### src/rtl/fetch_stage.sv
// Instruction fetch: PC register, single-outstanding imem request FSM, 1-entry fetch buffer, IF/ID register.
// Latency: response visible in IF/ID one edge after the response cycle (bypass) or when Stall_d drops (buffered).
// Backpressure: Stall_f/full buffer gate new requests; Stall_d holds IF/ID; redirect kills in-flight and buffered fetches.
module fetch_stage #(
    parameter logic [31:0] RESET_PC = 32'h0000_0000
) (
    input  logic        clk,
    input  logic        rst_n,
    input  logic        Stall_f,
    input  logic        Stall_d,
    input  logic        Flush_d,
    input  logic        PCSrc_e,
    input  logic [31:0] PCTarget_e,
    output logic        ImemReq_valid,
    input  logic        ImemReq_ready,
    output logic [31:0] ImemAddr,
    input  logic        ImemResp_valid,
    input  logic [31:0] ImemResp_data,
    output logic [31:0] Instr_d,
    output logic [31:0] PC_d,
    output logic [31:0] PCPlus4_d,
    output logic        Valid_d,
    output logic        Imem_wait
);

    localparam logic [31:0] NOP = 32'h0000_0013;

    typedef enum logic [1:0] {
        ST_REQ  = 2'd0,
        ST_WAIT = 2'd1,
        ST_DROP = 2'd2
    } state_t;

    typedef struct packed {
        logic [31:0] instr;
        logic [31:0] pc;
    } fetch_ent_t;

    typedef struct packed {
        logic [31:0] instr;
        logic [31:0] pc;
        logic [31:0] pc_plus4;
        logic        valid;
    } ifid_t;

    state_t      state, state_nxt;
    logic [31:0] pc_f, pc_f_nxt;
    logic [31:0] req_pc;
    logic        buf_vld;
    fetch_ent_t  buf_ent;
    ifid_t       ifid;

    logic        req_fire;
    logic        resp_hit;
    logic        bypass;
    logic        buf_wr;
    logic        ifid_kill;
    logic        ifid_from_buf;

    // Request is gated by rst_n so nothing is offered while reset is held.
    always_comb begin
        ImemReq_valid = rst_n && (state == ST_REQ) && !Stall_f && !buf_vld && !PCSrc_e;
        req_fire      = ImemReq_valid && ImemReq_ready;
        resp_hit      = (state == ST_WAIT) && ImemResp_valid && !PCSrc_e;
        bypass        = resp_hit && !Stall_d && !buf_vld;
        buf_wr        = resp_hit && !bypass;
        ifid_kill     = Flush_d || PCSrc_e;
        ifid_from_buf = !ifid_kill && !Stall_d && buf_vld;
    end

    always_comb begin
        state_nxt = state;
        case (state)
            ST_REQ: begin
                if (req_fire) state_nxt = ST_WAIT;
            end
            ST_WAIT: begin
                if (ImemResp_valid)  state_nxt = ST_REQ;
                else if (PCSrc_e)    state_nxt = ST_DROP;
            end
            ST_DROP: begin
                if (ImemResp_valid) state_nxt = ST_REQ;
            end
            default: state_nxt = ST_REQ;
        endcase
    end

    always_comb begin
        pc_f_nxt = pc_f;
        if (PCSrc_e)       pc_f_nxt = PCTarget_e;
        else if (req_fire) pc_f_nxt = pc_f + 32'd4;
    end

    always_ff @(posedge clk or negedge rst_n) begin
        if (!rst_n) begin
            state  <= ST_REQ;
            pc_f   <= RESET_PC;
            req_pc <= 32'h0;
        end else begin
            state <= state_nxt;
            pc_f  <= pc_f_nxt;
            if (req_fire) req_pc <= pc_f;
        end
    end

    // A buffer write only happens in WAIT, and no request is issued while the
    // buffer is full, so write and drain never collide.
    always_ff @(posedge clk or negedge rst_n) begin
        if (!rst_n) begin
            buf_vld <= 1'b0;
            buf_ent <= '0;
        end else begin
            if (PCSrc_e)            buf_vld <= 1'b0;
            else if (buf_wr)        buf_vld <= 1'b1;
            else if (ifid_from_buf) buf_vld <= 1'b0;
            if (buf_wr) begin
                buf_ent.instr <= ImemResp_data;
                buf_ent.pc    <= req_pc;
            end
        end
    end

    always_ff @(posedge clk or negedge rst_n) begin
        if (!rst_n) begin
            ifid.instr    <= NOP;
            ifid.pc       <= 32'h0;
            ifid.pc_plus4 <= 32'h0;
            ifid.valid    <= 1'b0;
        end else if (ifid_kill) begin
            ifid.instr <= NOP;
            ifid.valid <= 1'b0;
        end else if (!Stall_d) begin
            if (ifid_from_buf) begin
                ifid.instr    <= buf_ent.instr;
                ifid.pc       <= buf_ent.pc;
                ifid.pc_plus4 <= buf_ent.pc + 32'd4;
                ifid.valid    <= 1'b1;
            end else if (bypass) begin
                ifid.instr    <= ImemResp_data;
                ifid.pc       <= req_pc;
                ifid.pc_plus4 <= req_pc + 32'd4;
                ifid.valid    <= 1'b1;
            end else begin
                ifid.instr <= NOP;
                ifid.valid <= 1'b0;
            end
        end
    end

    assign ImemAddr  = pc_f;
    assign Imem_wait = (state != ST_REQ);
    assign Instr_d   = ifid.instr;
    assign PC_d      = ifid.pc;
    assign PCPlus4_d = ifid.pc_plus4;
    assign Valid_d   = ifid.valid;

endmodule

### config.mk
export PLATFORM = sky130hd
export DESIGN_NAME = fetch_stage
export DESIGN_NICKNAME = d
export VERILOG_FILES = /design/src/rtl/fetch_stage.sv
export SDC_FILE = /design/constraint.sdc
export NUM_CORES = 1
export LEC_CHECK = 0
export ABC_AREA = 1
export BUFFER_PORTS_ARGS = -buffer_cell sky130_fd_sc_hd__buf_2
export CORE_UTILIZATION = 55
export CTS_CLUSTER_SIZE = 16
export DETAILED_ROUTE_END_ITERATION = 8
export PLACE_DENSITY = 0.79
export SLEW_MARGIN = 40
export SYNTH_ARGS = -nofsm -noshare
export SYNTH_HDL_FRONTEND = slang
export SYNTH_SLANG_ARGS = --single-unit
### constraint.sdc
create_clock -name clk -period 2.35 [get_ports clk]
set_input_delay 0.235 -clock clk [delete_from_list [all_inputs] [get_ports clk]]
set_output_delay 0.235 -clock clk [all_outputs]
set_load 0.05 [all_outputs]
### Word level (Yosys, flattened, before mapping)

Index checks and enable logic that the tools add are counted.

| word-level totals | value |
|---|---|
| output and inout port bits | 131 |
| flip-flop bits (word level) | 228 |
| input bits | 72 |
| word-level logic and storage cells | 64 |

| cells by class | value |
|---|---|
| muxes and demuxes | 17 |
| eq/ne operators | 6 |
| add/subtract/negate cells | 3 |
| bitwise operators | 2 |
| reduce and logical (&&, ||, !) cells | 26 |

Operator list:

| operator | number |
|---|---|
| 97-bit two-way mux | 2 |
| 32-bit two-way mux | 4 |
| 32-bit by 3-bit adder with 32-bit output (second input constant) | 3 |
| 64-bit two-way mux | 1 |
| 1-bit logical AND | 12 |
| 2-bit two-way mux | 4 |
| 1-bit zero test | 6 |
| 2-bit one-hot mux with 3 select lines | 1 |
| 3-bit AND reduction | 2 |
| 2-bit nonzero test | 3 |
| 1-bit two-way mux | 5 |
| 2-bit != test (second input constant) | 2 |
| 3-bit != test (second input constant) | 1 |
| 3-bit nonzero test | 1 |
| 2-bit by 1-bit equality test with 1-bit output (second input constant) | 1 |
| 2-bit equality test (second input constant) | 1 |
| 2-bit zero test | 1 |
| 2-bit by 1-bit != test with 1-bit output (second input constant) | 1 |
| 1-bit inverter | 2 |
| 1-bit logical OR | 1 |

### Longest topological paths before layout

Gate-level depths: netlist of run 1.

| depth | value |
|---|---|
| depth after elaboration | 9 |
| mapped depth | 15 |
| depth with buffers taken out | 13 |

### Worst setup path before layout of run 1

No wires, ideal clock.

| timing path | value |
|---|---|
| path kind | reg-to-reg |
| start point | register pc_f[3], in the netlist ImemAddr[3] |
| end point | register pc_f[30], in the netlist ImemAddr[30] |
| setup time | 0.126 ns |
| data arrival time | 2.037 ns |
| required time | 2.224 ns |
| stages on the path, launching flop included | 11 |
| setup slack | 0.187 ns |
| period minus slack after synthesis | 2.163 ns |
| path buffers | 0 |
| cells stage by stage | dfrtp_1 > ha_1 > nand2_1 > nor3_2 > nand2_1 > nor2_1 > nand2_1 > nor2_2 > nand4_1 > nand3_1 > nand3_1 |

| on the way | value |
|---|---|
| longest elaborated chain between the ends | 3 |

Ends and longest elaborated chain:

| item | line | source |
|---|---|---|
| start: declaration | 47 | `logic [31:0] pc_f, pc_f_nxt;` |
| start signal: assignment | 101 | `pc_f <= pc_f_nxt;` |
| 32-bit by 3-bit adder with 32-bit output | 91 | `else if (req_fire) pc_f_nxt = pc_f + 32'd4;` |
| 32-bit two-way mux | 91 |  |
| 32-bit two-way mux | 90 | `if (PCSrc_e) pc_f_nxt = PCTarget_e;` |

Every way passes these cells. The select of a mux whose other input is x is not followed.
A chain may end at the register's enable or synchronous reset.

### Final worst setup path of run 1

| timing path | value |
|---|---|
| start point | register buf_vld |
| end point | register ifid (netlist bit PCPlus4_d[30]) |

| on the way | value |
|---|---|
| longest elaborated chain between the ends | 4 |
| elaborated cells between the ends (all ways) | 6 |
| those cells by class | 1 x mux; 5 x reduce/logical |

Ends and longest elaborated chain:

| item | line | source |
|---|---|---|
| start: declaration | 49 | `logic buf_vld;` |
| start signal: assignment | 110 | `buf_vld <= 1'b0;` |
| start signal: assignment | 113 | `if (PCSrc_e) buf_vld <= 1'b0;` |
| start signal: assignment | 114 | `else if (buf_wr) buf_vld <= 1'b1;` |
| 1-bit zero test | 65 | `bypass = resp_hit && !Stall_d && !buf_vld;` |
| 1-bit logical AND | 65 |  |
| 2-bit nonzero test (no source line) | - |  |
| 3-bit AND reduction (no source line) | - |  |
| end: declaration | 51 | `ifid_t ifid;` |

Several ways; a longest one is shown, not always the timed one.

==> results, run 1 <==
- The average wire per standard cell is between 15 and 20 µm.
- Excluding fillers, the count of instances in the completed layout stands at ~1800.
- Dividing the detail-routed via count by the number of cells gives 5.33.
- The DRC violation count after routing is 0.
- The final setup skew is 0.00837 ns.
- The site row count is 50.
- Data on the critical path arrives at its endpoint at 2.58 ns.
- After synthesis, the netlist uses 40 different library cells.
- The synthesized area per cell is approximately 8 µm².
- During synthesis, Yosys emitted a total of 0 warnings.
- The worst pin sits at a relative slew slack of ~57%.
- Entering global routing, the biggest net connects approximately 150 pins.
- After detailed routing, the total wire length is 27.4 mm.
- For this run, the post-layout net count is 1612.
- The share of total power dissipated in sequential elements is 41.7%.
- The commonest cells after synthesis are 441 x sky130_fd_sc_hd__nand2_1, 223 x sky130_fd_sc_hd__dfrtp_1, 132 x sky130_fd_sc_hd__inv_1, 117 x sky130_fd_sc_hd__o21ai_0, 89 x sky130_fd_sc_hd__nor2_1.
- The main flop type after synthesis is sky130_fd_sc_hd__dfrtp_1.
- The highest fanout seen on the critical path is 29.
- In the synthesized netlist the async set-or-reset flop fraction comes to between 90% and 100%.
- Max-cap violations in this run came to 0.
- In this run the critical register-to-register path is captured at PCPlus4_d[30].
- The ratio of cells with drive above 1 in the final layout is 19.2%.
- The via count of the first global-routing pass is about 9200.
- For the pin with the worst max-slew slack, the measured transition is 0.645 ns.
- The static leakage power is 0.00676 µW.
- The required time of the critical path is 2.75 ns.
- The clock share of power is between 30 and 40%.
- Combinational logic burns 24.0% of the power.
- In this run the power density over the cells is 891 nW/µm².
- The number of buffers created by CTS is 24.
- The critical path ends at PCPlus4_d[30].
- The flip-flop and latch count after synthesis is 226.
- The detailed router placed 9686 vias in this run.
- Measured on the finished design, the core utilization comes to between 70% and 80%.
- Including well taps, the total number of placed cells is 1730.
- The number of enable flip-flop cells after synthesis is 0.
- The CTS tree is built.
- Across all register-to-register paths, the minimum setup slack is approximately 0.17 ns.
- The clock input transition at the sequential cells of the worst setup and hold paths is around 0.06 ns.
- Global routing finished with a remaining overflow of 0.
- The die extent in x is between 100 and 150 µm.
- Ranked by total cell area, the synthesized netlist is headed by sky130_fd_sc_hd__dfrtp_1 52%, sky130_fd_sc_hd__nand2_1 15%, sky130_fd_sc_hd__o21ai_0 5.5%, sky130_fd_sc_hd__inv_1 4.6%, sky130_fd_sc_hd__o211ai_1 3.2%.
- The synthesized design spends more area on one cell type than any other, namely sky130_fd_sc_hd__dfrtp_1.
- For this design, the sink count on the clock tree is 226.
- The latest clock arrival within the worst-skew pair is between 0.5 and 0.6 ns.
- The startpoint-to-endpoint class of the critical path is flip-flop to flip-flop.
- The initial antenna violation count is 1.
- CTS built an H-tree with a depth of 1.
- In the post-synthesis netlist, the cell with the most instances is sky130_fd_sc_hd__nand2_1.
- The post-synthesis cell count is roughly 1300.
- The ratio of final minimum period to clock period is 92.8%.
- The shortest clock period the worst path allows after layout is 2.18 ns.
- The detail route stage leaves a number of antenna-violating nets equal to 0.
- The critical path startpoint is buf_vld.
- The share of the Yosys chip area taken by registers is 52.8%.
- Port buffering added 202 buffers.
- The root buffer selected by CTS is sky130_fd_sc_hd__clkbuf_16.
- The internal power of the cells totals 7800 µW.
- Detailed placement ended at an HPWL of roughly 18 mm.
- The pre-antenna-repair detailed-routing pass consisted of 5 iterations.
- The synthesized netlist net count is 1389.
- The worst setup path is launched from a flip-flop.
- The floorplan die area is approximately 20000 µm².
- In this run the deepest clock path goes through 3 buffers.
- The area fraction of the dominant cell type after synthesis is around 52%.
- The area of the core is 18900 µm².
- The number of failing setup endpoints in the final timing report is 0.
- The first global-routing pass estimated roughly 46 mm of wire.
- The flow ran to the end, and the final reports show no timing, DRC or antenna violations.
- The logic depth of the worst register-to-register path is 12.
- The worst setup path is captured at a flip-flop.
- The max-slew violation count is 0.
- The startpoint identified for the worst register-to-register timing path is buf_vld.
- The combined area of all synthesized cells is 10700 µm².
- The worst-case IR drop observed on VDD is 0.490 mV.
- The analysis attributes to net switching a power of 4050 µW.
- In this run the vertical extent of the chip is about 140 µm.
- The path class of the tightest hold or removal check is input port to flip-flop.
- The share of total power consumed by net switching is between 30% and 40%.
- The combined global-route utilization of all metal layers is 28.4%.
- The number of DRC violations after detailed-routing iteration 0 is 783.
- The congestion estimate from routability-driven global placement came to 0.897.
- Once the floorplan was initialized, standard cells occupied 56.7% of the core.
- From synthesis to final layout, the design area changed by 24.0%.
- The final-report hold violation count is 0.
- The achievable clock frequency is 458 MHz.
- The hold path depth is 3.
- 203 I/O pins were placed.
final cells by class:
cell class,count,area [µm²]
Antenna cell,1,2.50
Clock buffer,33,706
Clock inverter,10,150
Fill cell,1517,5600
Inverter,136,510
Multi-Input combinational cell,886,4240
Sequential cell,226,5660
Tap cell,260,325
Timing Repair Buffer,264,1700
worst min-delay path by stage:
stage | startpoint | endpoint | slack (ns)
global route | ImemResp_valid | state[1] | 0.02
detailed placement | rst_n | ImemAddr[6] | 0.07
finish | ImemResp_data[23] | buf_ent[55] | 0.01
CTS | ImemResp_data[23] | buf_ent[55] | 0.001
global placement | rst_n | ImemAddr[6] | 0.07
floorplan | rst_n | ImemAddr[0] | -0.06
critical path, cell delays in order (launching register included):
cell	delay [ns]
sky130_fd_sc_hd__dfrtp_1	0.47
sky130_fd_sc_hd__nand3_4	0.19
sky130_fd_sc_hd__buf_12	0.20
sky130_fd_sc_hd__nand2_1	0.08
sky130_fd_sc_hd__nand2_1	0.09
sky130_fd_sc_hd__ha_1	0.18
sky130_fd_sc_hd__nand3_1	0.15
sky130_fd_sc_hd__inv_1	0.13
sky130_fd_sc_hd__nand3_2	0.14
sky130_fd_sc_hd__nor2_2	0.21
sky130_fd_sc_hd__nand2_1	0.09
sky130_fd_sc_hd__nand2_1	0.06
sky130_fd_sc_hd__nand3_1	0.06
power by group through the flow:
stage          Sequential (µW)  Clock, µW  Combinational (µW)
5_1_grt                   5020       4260                3120
4_1_cts                   4940       4110                2830
6_report                  4940       4060                2840
2_1_floorplan             5860          0                1060
3_3_place_gp              4980          0                2700
3_5_place_dp              5000          0                2760
routing by layer:
metal	vias up	routed length, µm	GRT usage [%]
met5	-	0	0
met4	0	587	8.49
met3	50	1790	3.95
met2	372	12400	44.6
met1	4559	12600	41.2
li1	4705	-	-
sequential cells by signal, indices dropped and copies added (netlist names):
name,count
Instr_d,32
PC_d,32
buf_vld,1
ImemAddr,32
req_pc,32
PCPlus4_d,30
Valid_d,1
buf_ent,64
state,2
layout by cell type, fill, tap and decap left out, types with 5 or more instances in the layout:
master	n
sky130_fd_sc_hd__buf_2	201
sky130_fd_sc_hd__nor3_1	5
sky130_fd_sc_hd__dfrtp_1	223
sky130_fd_sc_hd__clkbuf_16	25
sky130_fd_sc_hd__buf_4	12
sky130_fd_sc_hd__nand4_1	34
sky130_fd_sc_hd__inv_1	132
sky130_fd_sc_hd__nand2_2	5
sky130_fd_sc_hd__o221ai_1	12
sky130_fd_sc_hd__o211ai_1	46
sky130_fd_sc_hd__nor2_4	6
sky130_fd_sc_hd__clkinv_2	6
sky130_fd_sc_hd__buf_12	7
sky130_fd_sc_hd__nand3_1	60
sky130_fd_sc_hd__xor2_1	20
sky130_fd_sc_hd__nand2_1	441
sky130_fd_sc_hd__o21ai_0	116
sky130_fd_sc_hd__clkbuf_8	5
sky130_fd_sc_hd__nor2_1	88
sky130_fd_sc_hd__nor4_1	7
sky130_fd_sc_hd__dlygate4sd3_1	41
sky130_fd_sc_hd__nor2_2	11
what timing repair did:
item                                    CTS  global route
setup buffers                             0             0
resized for setup                         0             3
hold endpoints to repair                 56             0
hold buffers                             41             0
endpoints found under the setup margin    0             4
cell families (layout without fill, tap and decap cells):
group,after synthesis,after routing,share of synthesized area [%]
fa+ha+maj,2,2,0.233
other cells,0,1,0
flops,226,226,52.8
buf+inv,203,443,7.87
xor+xnor,23,23,1.88
simple gates,666,666,26.3
compound gates,195,195,10.9
through the flow:
| step | area [µm²] | hold slack, ns | setup TNS [ns] | total power, µW | setup slack, ns |
|---|---|---|---|---|---|
| floorplan | 10700 | -0.0606 | 0 | 6920 | 0.187 |
| global placement | 12000 | 0.0703 | 0 | 7680 | 0.143 |
| detailed placement | 12000 | 0.0711 | 0 | 7760 | 0.122 |
| CTS | 13200 | 0.00136 | 0 | 11900 | 0.127 |
| global route | 13300 | 0.0176 | -0.000576 | 12400 | -0.000576 |
| finish | 13300 | 0.0132 | 0 | 11800 | 0.169 |
(Power assumes the default switching activity.)
==> run 2: changes to the inputs <==
Settings changed: GPL_TIMING_DRIVEN set to 0.
==> results, run 2 (synthesis results as in run 1) <==
- The flow ran to the end, and the final reports show no timing, DRC or antenna violations.
- The number of diodes is 0.
- The cell internal power dissipation is 7540 µW.
- Clock tree synthesis selected as its root buffer the cell sky130_fd_sc_hd__clkbuf_16.
- The largest net degree at the start of global routing is between 60 and 70.
- The die extent in x is between 100 and 150 µm.
- Traced cell by cell, the critical path runs through buf_4 > nand3_4 > buf_6 > nand2_1 > o21ai_2 > inv_1 > ha_1 > nand3_1 > inv_1 > nand3_2 > nor2_1 > nand2_1 > nand2_1 > nand3_1.
- In this run, the clock network consumes 32.5% of the power.
- The site row count is 50.
- The area of all placed cells without fillers is between 10000 and 15000 µm².
- The first global-routing pass estimated 48.9 mm of wire.
- Max-cap violations in this run came to 0.
- The routed design could run at a clock period as short as 2.21 ns.
- The final-report hold violation count was 0.
- The max-slew violation count came to 0.
- The HPWL after detailed placement is 21.0 mm.
- The startpoint-to-endpoint class of the critical path is flip-flop to flip-flop.
- The most common cell after layout, fill and taps aside is sky130_fd_sc_hd__nand2_1.
- The final worst-path setup slack is 0.143 ns.
- The number of antenna-violating nets in the routed design is 0.
- The most frequent cell on the critical path is sky130_fd_sc_hd__nand2_1.
- In the finished design, the share of the clock period the worst path needs comes to 93.9%.
- The I/O pin count is 203.
- The via density per instance is 5.39.
- Clock tree synthesis inserted a total of 24 buffers.
- The clock passes through at most 3 buffers.
- The net switching power figure is a little over 4000 µW.
- The worst-case headroom to the max-slew limit is 59.5%.
- Along the worst path, the maximum fanout reaches 10.
- The proportion of power drawn by combinational gates is 25.0%.
- The slack of the worst reg-to-reg path is roughly 0.14 ns.
- Global routing consumed, over all layers together, 30.8% of the routing resources.
- The average wire per standard cell is 16.0 µm.
- The floorplan die area is 20000 µm².
- STA puts the critical path data arrival time at 2.61 ns.
- Setup violations remaining at the end of the flow were counted as 0.
- The number of buffers inserted by port buffering is 201.
- The final net count is 1671.
- STA classifies the critical path endpoint as a flip-flop.
- The delay of the slowest cell on the worst path is 0.32 ns.
- The area of placed instances is 12100 µm².
- Compared with the post-synthesis result, the final layout area differs by 26.3%.
- The clock input transition at the sequential cells of the worst setup and hold paths is 0.06 ns.
- The via count of the first global-routing pass was 9763.
- The worst-case setup slack after placement is -0.146 ns.
- Between clock sinks in the finished design, the worst skew comes to 0.00935 ns.
- The number of DRC violations after detailed-routing iteration 0 is 740.
- The initial utilization of the core area, before any placement, comes to 56.7%.
- The register with the highest flop count is buf_ent.
- The gate family responsible for the most delay along the worst path is simple AND/OR/NAND/NOR gates.
- STA classifies the critical path startpoint as a flip-flop.
- Sequential cells account for 42.5% of the total power.
- The die is 142 µm tall.
- The final RePlAce weighted congestion is roughly 0.94.
- The flip-flop count of the largest register after layout is 64.
- The H-tree depth reported by CTS is 1.
- Net switching is 35.3% of the power.
- After detailed routing, the number of remaining DRC violations is 0.
- The area of the core is 18900 µm².
- The number of buffers and inverters on the critical path is 4.
- At the pin with the least slew margin, the transition time is 0.607 ns.
- In this run the power density over the cells is 861 nW/µm².
- Counting every sink on the clock net gives 226.
- Timing would allow up to 453 MHz.
- The required time of the critical path is 2.75 ns.
- The maximum VDD drop is roughly 0.65 mV.
- The initial antenna violation count came to 0.
- In this run the static leakage power is about 0.0069 µW.
- The ratio of cells with drive above 1 in the final layout is 18.9%.
- Setup repair after global routing left no endpoint under its margin.
- The final layout contains routed wiring with a total length of 30.0 mm.
- Summed over all layers, the global routing overflow is 0.
- The path class of the tightest hold or removal check is input port to flip-flop.
- The CTS tree is built.
- The slowest stage of the critical path belongs to the cell sky130_fd_sc_hd__dfrtp_1.
- The latest clock arrival within the worst-skew pair is 0.52 ns.
- Before antenna repair, the detailed router went through 5 iterations.
- Detailed routing inserted a total of 10110 vias.
- In the layout the commonest cells are 441 x sky130_fd_sc_hd__nand2_1, 223 x sky130_fd_sc_hd__dfrtp_1, 211 x sky130_fd_sc_hd__buf_2.
-- run 2: per-stage QoR --
stage / utilization [%] / TNS [ns] / hold slack [ns] / instances / power, µW
finish: 71.6 / 0 / 0.00525 / 1875 / 11700
global route: 71.6 / 0 / 0.0160 / 1875 / 12200
CTS: 71.5 / 0 / 0.000179 / 1873 / 11700
detailed placement: 64.3 / -1.24 / 0.132 / 1779 / 7790
global placement: 63.8 / -826.48 / 0.448 / 1776 / 7690
floorplan: - / 0 / -0.0606 / 1315 / 6920
-- run 2: cell type report --
cell class,instances,area (µm²)
inverter,136,510
multi-input combinational,886,4230
timing repair buffer,256,1690
clock buffer,38,724
clock inverter,6,65.1
buffer,67,333
tap,260,325
sequential,226,5660
fill,1493,5360
-- run 2: power groups by stage --
| stage | Clock (µW) | Sequential [µW] | Combinational, µW |
|---|---|---|---|
| 2_1_floorplan | 0 | 5860 | 1060 |
| 3_3_place_gp | 0 | 4980 | 2710 |
| 3_5_place_dp | 0 | 4990 | 2800 |
| 4_1_cts | 3820 | 4930 | 2900 |
| 5_1_grt | 3970 | 5020 | 3180 |
| 6_report | 3790 | 4950 | 2920 |
-- run 2: worst reg2reg max path: stages (launching register included) --
cell	delay, ns
sky130_fd_sc_hd__dfrtp_1	0.32
sky130_fd_sc_hd__buf_4	0.19
sky130_fd_sc_hd__nand3_4	0.10
sky130_fd_sc_hd__buf_6	0.16
sky130_fd_sc_hd__nand2_1	0.08
sky130_fd_sc_hd__o21ai_2	0.08
sky130_fd_sc_hd__inv_1	0.08
sky130_fd_sc_hd__ha_1	0.18
sky130_fd_sc_hd__nand3_1	0.16
sky130_fd_sc_hd__inv_1	0.13
sky130_fd_sc_hd__nand3_2	0.12
sky130_fd_sc_hd__nor2_1	0.27
sky130_fd_sc_hd__nand2_1	0.10
sky130_fd_sc_hd__nand2_1	0.06
sky130_fd_sc_hd__nand3_1	0.06
-- run 2: worst paths after layout --
path,cells past startpoint,start,end
max in group asynchronous,6,rst_n,PCPlus4_d[26]
min in group asynchronous,6,rst_n,buf_ent[45]
hold / removal,3,ImemResp_data[17],buf_ent[49]
setup reg to reg,14,buf_vld,PCPlus4_d[30]
setup / recovery,14,buf_vld,PCPlus4_d[30]
hold reg to reg,2,PC_d[29],PC_d[29]
-- run 2: repair_timing --
item,in CTS,in global routing
hold buffers,50,0
resized for setup,0,3
buffers inserted,0,2
setup endpoints to repair,0,5
endpoints found under the hold margin,205,0
-- run 2: per-layer routing --
layer / GRT usage (%) / vias to the layer above / wire (µm) / share of wire (%)
li1: - / 4824 / - / -
met1: 43.6 / 4775 / 13100 / 44
met2: 49.4 / 432 / 14100 / 47
met3: 3.21 / 79 / 1840 / 6.1
met4: 11.3 / 0 / 926 / 3.1
met5: 0 / - / 0 / 0
==> run 3: changes to the inputs <==
Settings changed: HOLD_SLACK_MARGIN set to 0.05.
==> results, run 3 (synthesis results as in run 1) <==
- Setup violations remaining at the end of the flow were counted as 0.
- During placement, the flow inserted port buffers numbering 201.
- The startpoint-to-endpoint class of the critical path is flip-flop to flip-flop.
- The delay of the slowest cell on the worst path is 0.33 ns.
- The hold path depth is 5.
- In this run the power density over the cells is 848 nW/µm².
- The final routed wirelength across all metal layers is 30.7 mm.
- In this run the remaining antenna-violating nets after routing total 0.
- Excluding fillers, the count of instances in the completed layout stands at 1900.
- Summed over all layers, the global routing overflow is 0.
- After detailed routing, the wire length on met1 is between 10 and 15 mm.
- Data on the critical path is required at its endpoint by 2.75 ns.
- The analysis attributes to cell leakage a power of approximately 0.007 µW.
- The max-slew violation count is 0.
- The footprint of the multi-input gates is roughly 4200 µm².
- The first detailed-routing pass ran for 5 iterations.
- The via density per instance is 5.44.
- The final-report hold violation count is 0.
- The number of buffers and inverters on the critical path is 4.
- The clock sink total is between 200 and 250.
- The most common cell after layout, fill and taps aside is sky130_fd_sc_hd__nand2_1.
- Entering global routing, the biggest net connects 67 pins.
- The ratio of cells with drive above 1 in the final layout is 18.7%.
- The worst register-to-register path has a setup slack of 0.13 ns.
- The classification of the worst-slack hold path is input port to flip-flop.
- After routing, the total negative slack on setup checks comes to 0 ns.
- 203 I/O pins were placed.
- The floorplan die area is about 20000 µm².
- The total area inside the core boundary comes to 18900 µm².
- The number of diodes is 0.
- The slowest stage of the critical path belongs to the cell sky130_fd_sc_hd__dfrtp_1.
- The initial core utilization is 56.7%.
- In the detailed route, the total length drawn on met2 is between 10 and 15 mm.
- The worst setup path is launched from a flip-flop.
- The shortest clock period the worst path allows after layout is 2.22 ns.
- Among the stages of the critical path, the cell type that occurs most often is sky130_fd_sc_hd__nand2_1.
- Prior to clock tree synthesis, the placed netlist has a worst setup slack of -0.146 ns.
- The data arrival time of the critical path is 2.62 ns.
- The signal on the critical path passes through buf_4 > nand3_4 > buf_6 > nand2_1 > o21ai_2 > inv_1 > ha_1 > nand3_1 > inv_1 > nand3_2 > nor2_1 > nand2_1 > nand2_1 > nand3_1.
- The highest fanout seen on the critical path is 10.
- The wire length of the first global-routing pass is 49.9 mm.
- The achievable clock frequency is 451 MHz.
- Routed signal wires occupy layers up through met4.
- The routed design uses ~2.3 mm of met3 wire.
- The number of DRC violations after detailed-routing iteration 0 is 733.
- Across the whole layout, storage elements account for 5660 µm².
- The initial antenna violation count came to 0.
- Measured in cells, the most critical reg-to-reg path has a length of 14.
- The count of fill cells added during filler insertion is 1453.
- Setup repair after global routing left no endpoint under its margin.
- The number of buffers created by CTS is 24.
- The worst register-to-register path ends at PCPlus4_d[30].
- On the final layout, the worst clock skew is 0.00913 ns.
- In the routed design, unresolved DRC markers number 0.
- The clock input transition at the sequential cells of the worst setup and hold paths is 0.06 ns.
- The floorplan has 50 rows.
- The register with the highest flop count is buf_ent.
- The kind of cell with the highest combined delay along the critical path is simple AND/OR/NAND/NOR gates.
- The run finished with clean final reports.
- The ratio of final minimum period to clock period is 94.3%.
- The library cells used most frequently in the layout, excluding fill and tap cells, are 441 x sky130_fd_sc_hd__nand2_1, 223 x sky130_fd_sc_hd__dfrtp_1, 211 x sky130_fd_sc_hd__buf_2.
- The cell total after placement is 1779.
- For the pin with the worst max-slew slack, the measured transition is about 0.64 ns.
- Across every metal layer, demand over resource in global routing totals 31.4%.
- The sum of internal, switching and leakage power is 11700 µW.
- The worst path meets setup with ~0.13 ns of slack.
- The latest clock arrival within the worst-skew pair is 0.52 ns.
- The element type at the critical path end is a flip-flop.
- The max-cap check violation count is 0.
- Relative to the synthesized area, the layout overhead comes to 28.6%.
- The end of the critical path is PCPlus4_d[30].
- The worst-case IR drop observed on VDD is 0.653 mV.
- The die is around 140 µm wide.
- The H-tree depth reported by CTS is 1.
- The worst-case headroom to the max-slew limit is about 57%.
- The wire-length estimate of the detail-placed layout is 21.0 mm.
- The flip-flop count of the largest register after layout is 64.
- The congestion estimate from routability-driven global placement came to 0.945.
- The routed layout has a little over 10000 vias.
- In this run the clock root is driven by a sky130_fd_sc_hd__clkbuf_16.
- The worst register-to-register path begins at buf_vld.
- The number of cells on the critical path is 14.
- The buffer levels on the longest clock path is 3.
- The final net count is 1696.
- The via count of the first global-routing pass is 10015.
- In this run the vertical extent of the chip is roughly 140 µm.
- The CTS tree is built.
- Tracing the worst setup path back leads to its startpoint at buf_vld.
- The average wire per standard cell is 16.2 µm.
## run 3: how the worst min path moves through the flow
stage,start,end,slack (ns)
detailed placement,rst_n,buf_ent[40],0.13
finish,PCSrc_e,ImemAddr[24],0.10
floorplan,rst_n,ImemAddr[0],-0.06
global route,Stall_d,Instr_d[4],0.14
global placement,PC_d[11],PC_d[11],0.45
CTS,Stall_d,Instr_d[4],0.08
## run 3: report_power, final
part           leakage [µW]  switching, µW  internal (µW)
Sequential          0.00295            431           4520
Combinational       0.00363           2150            810
Clock              0.000390           1550           2230
Total               0.00697           4120           7560
## run 3: layer usage
layer | up-vias | track usage (%)
li1 | 4881 | -
met1 | 4807 | 43.8
met2 | 536 | 49.9
met3 | 106 | 3.64
met4 | 0 | 14.1
met5 | - | 0
## run 3: cell type report
class / count / share of cell area (%)
clock inverter: 6 / 0.472
multi-input combinational: 886 / 30.7
sequential: 226 / 41.1
buffer: 67 / 2.42
tap: 260 / 2.36
clock buffer: 38 / 5.26
timing repair buffer: 281 / 14.1
inverter: 136 / 3.70
## run 3: what timing repair did
action / 4_1_cts / 5_1_grt
buffers inserted: 0 / 2
hold buffers: 75 / 0
gates resized for setup: 0 / 5
hold endpoints to repair: 258 / 0
endpoints found under the setup margin: 0 / 6
## run 3: stage by stage
stage	util, %	instance area, µm²	hold slack [ns]
floorplan	-	10700	-0.0606
global placement	63.8	12000	0.448
detailed placement	64.3	12100	0.132
CTS	72.8	13800	0.0804
global route	73.0	13800	0.135
finish	73.0	13800	0.104
## run 3: worst register-to-register path: stages, from the launching register on
cell and delay, ns:
sky130_fd_sc_hd__dfrtp_1 0.33, sky130_fd_sc_hd__buf_4 0.19, sky130_fd_sc_hd__nand3_4 0.10, sky130_fd_sc_hd__buf_6 0.16, sky130_fd_sc_hd__nand2_1 0.08, sky130_fd_sc_hd__o21ai_2 0.08
sky130_fd_sc_hd__inv_1 0.08, sky130_fd_sc_hd__ha_1 0.19, sky130_fd_sc_hd__nand3_1 0.16, sky130_fd_sc_hd__inv_1 0.13, sky130_fd_sc_hd__nand3_2 0.12, sky130_fd_sc_hd__nor2_1 0.28
sky130_fd_sc_hd__nand2_1 0.10, sky130_fd_sc_hd__nand2_1 0.06, sky130_fd_sc_hd__nand3_1 0.05
